===== config.mk =====
export PLATFORM = sky130hd
export DESIGN_NAME = ladybird_fetch_ctrl
export DESIGN_NICKNAME = d
export VERILOG_FILES = /design/src/rtl/ladybird_config_pkg.sv /design/src/rtl/ladybird_fetch_queue.sv /design/src/rtl/ladybird_fetch_ctrl.sv
export SDC_FILE = /design/constraint.sdc
export NUM_CORES = 1
export LEC_CHECK = 0
export ABC_CLOCK_PERIOD_IN_PS = 5030
export BUFFER_PORTS_ARGS = -buffer_cell sky130_fd_sc_hd__buf_2
export CAP_MARGIN = 15
export CELL_PAD_IN_SITES_DETAIL_PLACEMENT = 1
export CELL_PAD_IN_SITES_GLOBAL_PLACEMENT = 1
export CORE_MARGIN = 4
export CORE_UTILIZATION = 51
export DETAILED_ROUTE_END_ITERATION = 10
export MAX_ROUTING_LAYER = met4
export PLACE_DENSITY_LB_ADDON = 0.1
export SLEW_MARGIN = 10
export SYNTH_ARGS = -nofsm -noshare
export SYNTH_HDL_FRONTEND = slang
export SYNTH_HIERARCHICAL = 1
export SYNTH_SLANG_ARGS = --single-unit

===== constraint.sdc =====
create_clock -name clk -period 5.03 [get_ports clk]
set_input_delay 0 -clock clk [delete_from_list [all_inputs] [get_ports clk]]
set_output_delay 0 -clock clk [all_outputs]
set_load 0.005 [all_outputs]

===== src/rtl/ladybird_config_pkg.sv =====
// Shared configuration for the ladybird core: datapath width, instruction
// size and the entry type carried by the fetch queue.
package ladybird_config;

   localparam int XLEN       = 32;
   localparam int INST_BYTES = 4;

   // One fetched instruction together with the address it came from.
   typedef struct packed {
      logic [XLEN-1:0] inst;
      logic [XLEN-1:0] pc;
   } fetch_entry_t;

endpackage


===== src/rtl/ladybird_fetch_queue.sv =====
// Small synchronous FIFO of fetch entries between the IFU and decode.
// Push and pop may happen together at any occupancy (including full); flush
// empties the queue and overrides a same-cycle push or pop. The head is read
// straight from storage, so a pushed entry is visible one cycle later.
module ladybird_fetch_queue
   import ladybird_config::*;
#(
   parameter  int DEPTH = 4,
   localparam int AW    = $clog2(DEPTH),
   localparam int CW    = AW + 1
) (
   input  logic          clk,
   input  logic          nrst,
   input  logic          i_push,
   input  logic          i_pop,
   input  logic          i_flush,
   input  fetch_entry_t  i_wdata,
   output fetch_entry_t  o_head,
   output logic [CW-1:0] o_count,
   output logic          o_full,
   output logic          o_empty
);

   fetch_entry_t  r_mem [DEPTH];
   logic [AW-1:0] r_wr_ptr;
   logic [AW-1:0] r_rd_ptr;
   logic [CW-1:0] r_count;
   logic          w_do_push;
   logic          w_do_pop;

   assign w_do_push = i_push & ~i_flush;
   assign w_do_pop  = i_pop & ~o_empty & ~i_flush;

   assign o_empty = (r_count == '0);
   assign o_full  = (r_count == CW'(DEPTH));
   assign o_count = r_count;
   assign o_head  = r_mem[r_rd_ptr];

   // Pointer and occupancy bookkeeping; flush restarts both pointers at 0.
   always_ff @(posedge clk) begin
      if (!nrst) begin
         r_wr_ptr <= '0;
         r_rd_ptr <= '0;
         r_count  <= '0;
      end else if (i_flush) begin
         r_wr_ptr <= '0;
         r_rd_ptr <= '0;
         r_count  <= '0;
      end else begin
         if (w_do_push) r_wr_ptr <= r_wr_ptr + AW'(1);
         if (w_do_pop)  r_rd_ptr <= r_rd_ptr + AW'(1);
         r_count <= r_count + CW'(w_do_push) - CW'(w_do_pop);
      end
   end

   // Entry storage; contents only matter where count says they are live.
   always_ff @(posedge clk) begin
      if (w_do_push) r_mem[r_wr_ptr] <= i_wdata;
   end

endmodule


===== src/rtl/ladybird_fetch_ctrl.sv =====
// Fetch control: issues sequential PCs to the IFU and queues its responses
// for decode.
//
// Handshakes: a transfer happens on a rising clk edge where valid & ready are
// both high. Once o_ifu_pc_valid is raised, o_ifu_pc_valid and o_ifu_pc stay
// unchanged until the transfer (never withdrawn, not even by a redirect).
// The IFU answers with i_ifu_inst_valid for one cycle and cannot be stalled,
// so every request is issued only when a queue slot is reserved for it:
// inflight + pending request + queued - popping must stay below QUEUE_DEPTH.
// Decode consumes the head on o_dec_valid & i_dec_ready.
// A redirect flushes the queue and arms drop_cnt so that every response
// belonging to the old path (including a request still waiting to issue) is
// discarded on arrival.
module ladybird_fetch_ctrl
   import ladybird_config::*;
#(
   parameter logic [XLEN-1:0] RESET_VECTOR = 32'h0000_0000,
   parameter int              QUEUE_DEPTH  = 4
) (
   input  logic            clk,
   input  logic            nrst,
   input  logic            i_redirect_valid,
   input  logic [XLEN-1:0] i_redirect_pc,
   output logic [XLEN-1:0] o_ifu_pc,
   output logic            o_ifu_pc_valid,
   input  logic            i_ifu_pc_ready,
   input  logic [XLEN-1:0] i_ifu_inst,
   input  logic            i_ifu_inst_valid,
   input  logic [XLEN-1:0] i_ifu_inst_pc,
   output logic [XLEN-1:0] o_dec_inst,
   output logic [XLEN-1:0] o_dec_pc,
   output logic            o_dec_valid,
   input  logic            i_dec_ready
);

   localparam int CW  = $clog2(QUEUE_DEPTH) + 1;
   localparam int CSW = CW + 1;

   logic [XLEN-1:0] r_next_pc;
   logic [XLEN-1:0] r_req_pc;
   logic            r_req_valid;
   logic [CW-1:0]   r_inflight;
   logic [CW-1:0]   r_drop_cnt;

   logic            w_accept;
   logic            w_pop;
   logic            w_push;
   logic            w_load;
   logic            w_credit_ok;
   logic [CSW-1:0]  w_committed;
   logic [CW-1:0]   w_q_count;
   logic            w_q_full;
   logic            w_q_empty;
   fetch_entry_t    w_q_head;
   fetch_entry_t    w_push_entry;
   logic            w_unused_pc_lsb;

   // Fetch is word aligned; the low redirect bits carry no information.
   assign w_unused_pc_lsb = ^i_redirect_pc[1:0];

   assign w_accept = r_req_valid & i_ifu_pc_ready;
   // A redirect flushes the queue, so a pop in that cycle does not count.
   assign w_pop    = i_dec_ready & ~w_q_empty & ~i_redirect_valid;
   // Responses are dropped while old-path responses are still owed, and in
   // the redirect cycle itself.
   assign w_push   = i_ifu_inst_valid & ~i_redirect_valid & (r_drop_cnt == '0);

   assign w_committed = CSW'(r_inflight) + CSW'(r_req_valid)
                      + CSW'(w_q_count) - CSW'(w_pop);
   assign w_credit_ok = (w_committed < CSW'(QUEUE_DEPTH));
   assign w_load      = ~i_redirect_valid & (~r_req_valid | w_accept) & w_credit_ok;

   assign w_push_entry.inst = i_ifu_inst;
   assign w_push_entry.pc   = i_ifu_inst_pc;

   ladybird_fetch_queue #(
      .DEPTH (QUEUE_DEPTH)
   ) u_queue (
      .clk     (clk),
      .nrst    (nrst),
      .i_push  (w_push),
      .i_pop   (w_pop),
      .i_flush (i_redirect_valid),
      .i_wdata (w_push_entry),
      .o_head  (w_q_head),
      .o_count (w_q_count),
      .o_full  (w_q_full),
      .o_empty (w_q_empty)
   );

   // PC generation and the request register feeding the IFU.
   always_ff @(posedge clk) begin
      if (!nrst) begin
         r_next_pc   <= RESET_VECTOR;
         r_req_pc    <= RESET_VECTOR;
         r_req_valid <= 1'b0;
      end else begin
         if (i_redirect_valid) begin
            r_next_pc <= {i_redirect_pc[XLEN-1:2], 2'b00};
         end else if (w_load) begin
            r_next_pc <= r_next_pc + XLEN'(INST_BYTES);
         end
         if (w_load) begin
            r_req_valid <= 1'b1;
            r_req_pc    <= r_next_pc;
         end else if (w_accept) begin
            r_req_valid <= 1'b0;
         end
      end
   end

   // Outstanding-request and stale-response counters.
   always_ff @(posedge clk) begin
      if (!nrst) begin
         r_inflight <= '0;
         r_drop_cnt <= '0;
      end else begin
         r_inflight <= r_inflight + CW'(w_accept) - CW'(i_ifu_inst_valid);
         if (i_redirect_valid) begin
            r_drop_cnt <= r_inflight + CW'(r_req_valid) - CW'(i_ifu_inst_valid);
         end else if (i_ifu_inst_valid && (r_drop_cnt != '0)) begin
            r_drop_cnt <= r_drop_cnt - CW'(1);
         end
      end
   end

   assign o_ifu_pc_valid = r_req_valid;
   assign o_ifu_pc       = r_req_pc;
   assign o_dec_valid    = ~w_q_empty;
   assign o_dec_inst     = w_q_empty ? '0 : w_q_head.inst;
   assign o_dec_pc       = w_q_empty ? '0 : w_q_head.pc;

   // A kept response must always find a free slot.
   assert property (@(posedge clk) disable iff (!nrst)
                    !(w_push && w_q_full && !w_pop));

endmodule


# Yosys cells after proc, flatten, opt, wreduce, memory -nomap -nowiden
# Memories as Yosys holds them, arrays and structs flattened. A register that Yosys moved wholly into a read port is not among the register bits.
# Index checks and enable logic that the tools add are counted.
[word_totals]
regBits = 78
latchBits = 0
mem_bits_rw = 256
mem_bits_ro = 0
input_bits = 102
output_inout_bits = 98
elab_cells = 59
n_memories = 1
[mem_list]
columns = ["name", "words", "width", "rd", "rd_ports_with_merged_regs", "wr", "line", "text"]
rows = [
  ["u_queue.r_mem", 4, 64, 1, 1, 1, "ladybird_fetch_queue.sv:24", "fetch_entry_t r_mem [DEPTH];"],
]
[op_classes]
add_sub_neg = 13
multipliers = 0
div = 0
magnitude_cmp = 1
eq_ne = 0
shifts = 0
muxes = 12
n_bitwise = 15
reduce_logical = 8
[op_table]
columns = ["cell", "n"]
rows = [
  ["two-way mux 32 bit", 4],
  ["adder 32 x 3 -> 32 bit (second input constant)", 1],
  ["bitwise AND 1 bit", 10],
  ["adder 3 x 1 -> 3 bit", 3],
  ["subtractor 3 x 1 -> 3 bit", 3],
  ["zero test 3 bit", 2],
  ["two-way mux 3 bit", 2],
  ["nonzero test 2 bit", 3],
  ["adder 2 x 1 -> 2 bit (second input constant)", 2],
  ["adder 3 x 1 -> 4 bit", 1],
  ["adder 4 x 3 -> 4 bit", 1],
  ["< comparator 4 x 3 -> 1 bit (second input constant)", 1],
  ["two-way mux 1 bit", 4],
  ["two-way mux 2 bit", 2],
  ["inverter 1 bit", 4],
  ["subtractor 4 x 1 -> 4 bit", 1],
  ["nonzero test 3 bit", 1],
  ["subtractor 3 x 1 -> 3 bit (second input constant)", 1],
  ["OR reduction 2 bit", 1],
  ["logical AND 1 bit", 1],
  ["bitwise OR 1 bit", 1],
]

# Depth between registers and ports, before layout
# Gate-level depths: netlist of the first run.
[depth]
depth_word = 9
ltp_mapped = 14
ltp_nobuf = 12

# By module
# Netlist of the first run, hierarchy kept.
[by_module_without_submodules]
columns = ["mod", "n_inst", "cells_per_inst", "area_each_um2"]
rows = [
  ["ladybird_fetch_queue", 1, 382, 9800.6],
  ["ladybird_fetch_ctrl", 1, 519, 3902.5],
]

# Worst setup path before layout of the first run
# No wires, ideal clock.
[synth_timing]
kind = "reg-to-reg"
startpoint = "register u_queue.r_count[1] (netlist: u_queue/o_count[1])"
endpoint = "register r_next_pc[8]"
setup_time_ns = 0.074
t_arrival_ns = 2.962
t_required_ns = 4.956
path_slack_ns = 1.994
path_stages_with_launch = 14
path_buffers = 2
period_less_slack_ns = 3.036
cell_sequence = "dfxtp_1 nor3_1 clkbuf_1 inv_1 and3_1 ha_1 inv_1 ha_1 nand3_1 nand4b_1 a21o_1 clkbuf_1 or4_1 a31oi_1"
[synth_via]
elab_chain_len = 8
word_cells_on_any_way = 9
classes_between = "2 x add/sub; 1 x order compare; 4 x bitwise; 2 x reduce/logical"
[synth_rtl]
columns = ["element", "line", "text"]
rows = [
  ["start: declaration", "ladybird_fetch_queue.sv:27", "logic [CW-1:0] r_count;"],
  ["start signal: assignment", "ladybird_fetch_queue.sv:52", "r_count <= r_count + CW'(w_do_push) - CW'(w_do_pop);"],
  ["zero test 3 bit", "ladybird_fetch_queue.sv:34", "assign o_empty = (r_count == '0);"],
  ["net w_q_empty", "ladybird_fetch_ctrl.sv:53", "logic w_q_empty;"],
  ["inverter 1 bit", "--", ""],
  ["net o_dec_valid", "ladybird_fetch_ctrl.sv:32", "output logic o_dec_valid,"],
  ["bitwise AND 1 bit (2 in a row)", "ladybird_fetch_ctrl.sv:63", "assign w_pop = i_dec_ready & ~w_q_empty & ~i_redirect_valid;"],
  ["net w_pop", "ladybird_fetch_ctrl.sv:46", "logic w_pop;"],
  ["subtractor 4 x 1 -> 4 bit", "ladybird_fetch_ctrl.sv:69", "+ CSW'(w_q_count) - CSW'(w_pop);"],
  ["< comparator 4 x 3 -> 1 bit", "ladybird_fetch_ctrl.sv:70", "assign w_credit_ok = (w_committed < CSW'(QUEUE_DEPTH));"],
  ["bitwise AND 1 bit", "ladybird_fetch_ctrl.sv:71", "assign w_load = ~i_redirect_valid & (~r_req_valid | w_accept) & w_credit_ok;"],
  ["nonzero test 2 bit (no source line)", "--", ""],
  ["end signal: assignment", "ladybird_fetch_ctrl.sv:99", "r_next_pc <= {i_redirect_pc[XLEN-1:2], 2'b00};"],
  ["end signal: assignment", "ladybird_fetch_ctrl.sv:101", "r_next_pc <= r_next_pc + XLEN'(INST_BYTES);"],
  ["end: declaration", "ladybird_fetch_ctrl.sv:39", "logic [XLEN-1:0] r_next_pc;"],
]
# The timed path passes the listed nets, and every way through them passes these cells.
# A chain may end at the register's enable or synchronous reset.

# Worst setup path after layout of the first run
[layout_timing]
startpoint = "register u_queue.r_count[1] (netlist: u_queue/o_count[1])"
endpoint = "register r_next_pc[19]"
[layout_via]
elab_chain_len = 8
word_cells_on_any_way = 9
classes_between = "2 x add/sub; 1 x order compare; 4 x bitwise; 2 x reduce/logical"
[layout_rtl]
columns = ["element", "line"]
rows = [
  ["zero test 3 bit", "ladybird_fetch_queue.sv:34"],
  ["net w_q_empty", "ladybird_fetch_ctrl.sv:53"],
  ["inverter 1 bit", "ladybird_fetch_ctrl.sv:63"],
  ["bitwise AND 1 bit (2 in a row)", "ladybird_fetch_ctrl.sv:63"],
  ["net w_pop", "ladybird_fetch_ctrl.sv:46"],
  ["subtractor 4 x 1 -> 4 bit", "ladybird_fetch_ctrl.sv:69"],
  ["< comparator 4 x 3 -> 1 bit", "ladybird_fetch_ctrl.sv:70"],
  ["bitwise AND 1 bit", "ladybird_fetch_ctrl.sv:71"],
  ["nonzero test 2 bit (no source line)", "--"],
]
# The timed path passes the listed nets, and every way through them passes these cells.

==> results of run 1 <==
[sequential cells by signal, summed over array words and instances, names as in the netlist, named ones only]
register          flops
o_ifu_pc             30
o_ifu_pc_valid        1
r_drop_cnt            3
r_inflight            3
r_next_pc            30
u_queue/o_count       3
u_queue/r_mem       256
u_queue/r_rd_ptr      2
u_queue/r_wr_ptr      2
[cells in the final DEF, fill, tap and decap left out, types with 9 or more instances in the layout]
cell type / count
a21oi_1: 44
a31oi_1: 11
buf_2: 195
clkbuf_1: 12
clkbuf_16: 38
dfxtp_1: 74
dlygate4sd3_1: 96
edfxtp_1: 256
ha_1: 19
inv_1: 27
mux4_2: 60
nand2_1: 90
nand3_1: 14
nand4_1: 12
nor2_1: 21
nor2b_1: 67
nor3_1: 9
o21ai_0: 18
or3_1: 9
[worst paths after layout]
kind,endpoint,slack [ps],cells after the start
max,r_next_pc[19]$_SDFFE_PN0P_,1360,12
min,r_drop_cnt[1]$_SDFFE_PN0P_,20,2
max reg2reg,r_next_pc[19]$_SDFFE_PN0P_,1360,12
min reg2reg,o_ifu_pc[5]$_SDFFE_PN0P_,450,2
[power by group through the flow]
| stage | clock, µW | combinational, µW | sequential [µW] |
|---|---|---|---|
| 2_1_floorplan | 0 | 411 | 3160 |
| 3_3_place_gp | 0 | 637 | 3170 |
| 3_5_place_dp | 0 | 657 | 3170 |
| 4_1_cts | 2610 | 727 | 3120 |
| 5_1_grt | 2740 | 824 | 3130 |
| 6_report | 2550 | 747 | 3120 |
[routing by layer]
| metal | part of all wire (%) | GRT usage (%) | vias up |
|---|---|---|---|
| li1 | - | - | 3998 |
| met5 | 0 | - | - |
| met3 | 4.3 | 3.41 | 51 |
| met2 | 52 | 41.2 | 251 |
| met1 | 41 | 30.5 | 4435 |
| met4 | 2.3 | 5.88 | 0 |
[what timing repair did]
action                     in CTS  in global routing
hold endpoints to repair      287                  0
hold buffers                   96                  0
setup buffers                   0                  0
setup endpoints to repair       0                  0
[critical path, delay by kind of cell, from the launching register on]
kind / cells / cell delay (ps)
AND/OR/NAND/NOR: 3 / 730
adder cells (fa/ha/maj): 2 / 410
AO/OA/AOI/OAI: 4 / 1340
buffers and inverters: 3 / 680
flip-flops: 1 / 390
[stage by stage]
stage                     util [%]  std cells  worst slack, ps
after global placement        56.7       1386             1570
after CTS                     64.7       1545             1370
after detailed placement      56.7       1386             1410
after floorplan                  -        901             2010
after global routing          64.9       1546             1070
final                         64.9       1546             1360
[area by class of cell]
| cell class | instances | area (µm²) |
|---|---|---|
| Sequential cell | 332 | 9220 |
| Fill cell | 2488 | 9210 |
| Multi-Input combinational cell | 488 | 4090 |
| Timing Repair Buffer | 300 | 2020 |
| Clock buffer | 52 | 1020 |
| Tap cell | 335 | 419 |
| Clock inverter | 11 | 120 |
| Inverter | 28 | 105 |
==> out/qor.yml, run 1 <==
power:
  p_per_area_nw_per_um2: 378
  total_power_uw: 6420
  switching_share_pct: 24.1
  ir_drop_mv: 0.269
  clockPowerShare_pct: 39.8
  p_int_uw: 4870
  switchingPower_uw: 1540
  p_comb_share_pct: 11.6
  leakagePower_uw: 0.00606
  power_frac_seq_pct: 48.6
floorplan:
  ios: 200
  die_area_um2: 29500
  rows: 59
  die_w_um: 172
  start_util_pct: 52.3
  fp.coreArea_um2: 26200
  fp.dieH_um: 172
timing:
  fin_crit_ps: 3670
  fin_tns_setup_ps: 0
  slew_headroom_pct: 31.5
  setup_viol: 0
  fmax_mhz: 273
  slew_viol_final: 0
  grt_setup_unrepaired: "no"
  clock_skew_ps: 16.6
  tightest_slew_ps: 1030
  hold_ws_ps: 23.9
  final_hold_viol_count: 0
  min_period_over_period_pct: 72.9
grt:
  grt_max_degree: 65
  grt_pass1_wl_um: 53500
  antenna_found_initial: 0
  first_global_vias: 9485
  grt-ovfl-total: 0
  gr-usage-all-layers_pct: 24.0
drt:
  antenna_left: 0
  dr_total_vias: 8735
  routedWlPerCell_um: 22.2
  drc: 0
  drt_first_pass_iters: 5
  drt_iter0_markers: 648
  drt-total-wl_um: 34300
  via_per_inst: 5.65
logic_synthesis:
  syn_avg_cell_area_um2: 15.2
  synth_cells: 900
  synth_area_um2: 13700
  ys_warn_count: 6
cts:
  clkLatencyLatePin_ps: 510
  clkSlewWorstSetupHoldPaths_ps: 60
  cts_buffers: 36
  htreeDepth: 2
  cts_resized: 0
  cts.sinks: 332
  cts_max_path_buffers: 3
  cts_tree: "built"
  cts-root-buf: "clkbuf_16"
place:
  gp_congestion: 0.768
  port_buffers: 195
  hpwl_um: 19900
  dpl_cell_area_um2: 14900
critical_path:
  r2r_start: "u_queue/o_count[1]$_SDFF_PP0_"
  cpPeakStageDelay_ps: 550
  cp_slowest_cell: "dlygate4sd3_1"
  required_ps: 5430
  end_kind: "flip-flop"
  crit_path_start: "u_queue/o_count[1]$_SDFF_PP0_"
  crit_type: "flip-flop to flip-flop"
  crit_arrival_ps: 4070
  cp_max_fo: 20
  cp_cell_sequence: "nor3_2 -> inv_1 -> and3_1 -> ha_1 -> inv_1 -> ha_1 -> a21oi_1 -> nand4b_1 -> a21o_1 -> o21a_1 -> o311a_1 -> dlygate4sd3_1"
  cp-start-kind: "flip-flop"
final_layout:
  antennaDiodeCount: 0
  num-nets-final: 1310
  stdcell_area_um2: 17000
  drive_above_1_share_pct: 27.2
  syn2layout_area_growth_pct: 24.1
min_path:
  worstHoldStart: "nrst"
  hp-class: "primary input to flip-flop"
flow_run:
  cap_viol_max_count: 0
outcome:
  outcome: "completed"
Power figures use the tool's default switching activity.
==> run 2, diff against run 1 <==
--- a/config.mk
+++ b/config.mk
@@ -5,13 +5,13 @@
 export SDC_FILE = /design/constraint.sdc
 export NUM_CORES = 1
 export LEC_CHECK = 0
-export ABC_CLOCK_PERIOD_IN_PS = 5030
+export ABC_CLOCK_PERIOD_IN_PS = 3700
 export BUFFER_PORTS_ARGS = -buffer_cell sky130_fd_sc_hd__buf_2
 export CAP_MARGIN = 15
 export CELL_PAD_IN_SITES_DETAIL_PLACEMENT = 1
 export CELL_PAD_IN_SITES_GLOBAL_PLACEMENT = 1
 export CORE_MARGIN = 4
-export CORE_UTILIZATION = 51
+export CORE_UTILIZATION = 47
 export DETAILED_ROUTE_END_ITERATION = 10
 export MAX_ROUTING_LAYER = met4
 export PLACE_DENSITY_LB_ADDON = 0.1
==> constraint.sdc (replaced) <==
create_clock -name clk -period 3.7 [get_ports clk]
set_input_delay 0 -clock clk [delete_from_list [all_inputs] [get_ports clk]]
set_output_delay 0 -clock clk [all_outputs]
set_load 0.005 [all_outputs]
==> run 2 against run 1 <==
  * Worst hold slack better by 17 ps
  * Cell area is 0.45% higher
  * Sequential share of layout area is 0.26 points lower
  * Core utilization is 5.4 points lower
  * Die area is 8.1% higher
  * Power is 33% higher
  * Largest power group unchanged
==> out/qor.yml, run 2 (synthesized netlist as in run 1, its figures left out) <==
timing:
  final_hold_viol_count: 0  # unchanged
  grt_setup_unrepaired: "no"
  fmax_mhz: 322  # +18%
  fin_crit_ps: 3110  # -559 ps
  slew_viol_final: 0  # unchanged
  fin_tns_setup_ps: 0  # unchanged
  min_period_over_period_pct: 84.0  # +11 points
  setup_viol: 0  # unchanged
  tightest_slew_ps: 824  # -204 ps
  hold_ws_ps: 40.5  # +16.5 ps
  clock_skew_ps: 11.7  # -4.89 ps
  setup_ws_ps: 593  # -771 ps
  slew_headroom_pct: 45.1  # +14 points
place:
  gp_congestion: 0.795  # +3.5%
  dpl_cell_area_um2: 15100  # +1.3%
  place_inst: 1445  # +4.3%
  hpwl_um: 19700  # -0.63%
  place_ws_ps: 572  # -835 ps
  port_buffers: 195  # unchanged
power:
  switchingPower_uw: 2080  # +35%
  clockPowerShare_pct: 38.3  # -1.5 points
  power_frac_seq_pct: 49.8  # +1.2 points
  p_int_uw: 6430  # +32%
  p_per_area_nw_per_um2: 499  # +32%
  p_comb_share_pct: 11.9  # +0.3 points
  leakagePower_uw: 0.00608  # +0.27%
  switching_share_pct: 24.4  # +0.35 points
  ir_drop_mv: 0.259  # -3.4%
floorplan:
  die_area_um2: 31900  # +8.1%
  fp.dieH_um: 179  # +4.0%
  ios: 200  # unchanged
  start_util_pct: 47.7  # -4.5 points
  die_w_um: 179  # +4.0%
  rows: 62  # +5.1%
  fp.coreArea_um2: 28700  # +9.5%
final_layout:
  fillCellCount: 2779  # +12%
  largest_reg_flops: 256  # unchanged
  syn2layout_area_growth_pct: 24.6
  final_common_cell: "edfxtp_1"
  stdcell_area_um2: 17100  # +0.45%
  regMostFlops: "u_queue/r_mem"
  fin_cells: 1602  # +3.6%
  mostFrequentLayoutCells: "edfxtp_1 (256), buf_2 (195), dlygate4sd3_1 (95)"
  num-nets-final: 1318  # +0.61%
  drive_above_1_share_pct: 27.8  # +0.61 points
grt:
  gr-usage-all-layers_pct: 21.0  # -3.0 points
  grt_pass1_wl_um: 50700  # -5.3%
  first_global_vias: 9225  # -2.7%
  grt_max_degree: 65  # unchanged
  antenna_found_initial: 1  # +1
  grt-ovfl-total: 0  # unchanged
min_path:
  hp-class: "primary input to flip-flop"
drt:
  via_per_inst: 5.41  # -4.3%
  antenna_left: 0  # unchanged
  drc: 0  # unchanged
  dr_total_vias: 8663  # -0.82%
  routedWlPerCell_um: 20.4  # -8.2%
  drt_first_pass_iters: 5  # unchanged
  drt_iter0_markers: 494  # -24%
  drt-total-wl_um: 32600  # -4.9%
flow_run:
  cap_viol_max_count: 0  # unchanged
cts:
  cts.sinks: 332  # unchanged
  cts_max_path_buffers: 3  # unchanged
  cts_tree: "built"
  clkLatencyLatePin_ps: 510  # about the same
  clkSlewWorstSetupHoldPaths_ps: 60  # about the same
  cts_resized: 0  # unchanged
  cts-root-buf: "clkbuf_16"
  cts_buffers: 36  # unchanged
  htreeDepth: 2  # unchanged
critical_path:
  crit_arrival_ps: 3500  # -570 ps
  end_kind: "flip-flop"
  required_ps: 4090  # -1340 ps
  cp-start-kind: "flip-flop"
  crit_type: "flip-flop to flip-flop"
  cp_max_fo: 11  # -45%
outcome:
  outcome: "completed"
run 2: cell count changes in the layout (fill, tap and decap cells not counted), sizes merged:
cell / before / now
clkbuf: 52 / 41
clkinvlp: 1 / 0
buf: 204 / 213
diode: 0 / 1
dlygate4sd3: 96 / 95
clkinv: 9 / 19
inv: 27 / 28
bufinv: 2 / 1
run 2: worst paths after layout:
kind                                 startpoint                          to  slack [ps]  cells after the start
setup reg to reg  u_queue/o_count[1]$_SDFF_PP0_  r_next_pc[23]$_SDFFE_PN0P_         590                     13
setup / recovery  u_queue/o_count[1]$_SDFF_PP0_  r_next_pc[23]$_SDFFE_PN0P_         590                     13
hold reg to reg        o_ifu_pc[6]$_SDFFE_PN0P_    o_ifu_pc[6]$_SDFFE_PN0P_         450                      2
hold / removal                             nrst  r_next_pc[19]$_SDFFE_PN0P_          40                      2
run 2: metal layers:
metal	part of all wire, %	track usage [%]	routed length, µm	vias to the layer above
met2	53	36.9	17200	214
li1	-	-	-	4016
met4	1.8	5.05	591	0
met3	4.5	3.27	1450	41
met1	41	25.8	13400	4392
met5	0	-	0	-
run 2: area by class of cell:
cell class | instances | area, µm² | area share [%]
multi-input combinational | 488 | 4080 | 23.9
timing repair buffer | 308 | 2120 | 12.4
clock inverter | 20 | 134 | 0.784
inverter | 28 | 105 | 0.616
antenna | 1 | 2.50 | 0.0147
tap | 384 | 480 | 2.81
clock buffer | 41 | 930 | 5.45
sequential | 332 | 9210 | 54.0
run 2: what timing repair did:
item	CTS	global route
buffers inserted	0	0
hold buffers	95	0
endpoints found under the setup margin	0	0
hold endpoints to repair	287	0
run 2: power by group through the flow:
stage | Combinational [µW] | Sequential, µW | Clock, µW
after floorplan | 559 | 4290 | 0
after global placement | 913 | 4310 | 0
after detailed placement | 937 | 4320 | 0
after CTS | 1020 | 4240 | 3350
after global routing | 1120 | 4250 | 3520
final | 1010 | 4240 | 3260
run 2: metrics by stage:
step / utilization (%) / power, µW
5_1_grt: 59.5 / 8890
6_report: 59.5 / 8510
3_5_place_dp: 52.4 / 5250
3_3_place_gp: 52.4 / 5220
4_1_cts: 59.5 / 8610
2_1_floorplan: - / 4850
run 2: worst max-delay path, stage by stage, from the launching register on:
cell,delay [ps]
dfxtp_1,380
nor3_2,210
inv_1,80
and3_1,200
ha_1,280
inv_1,40
ha_1,260
nand3_1,100
nand4b_1,100
buf_4,170
a21o_1,360
buf_4,250
o31a_1,290
o311a_1,280
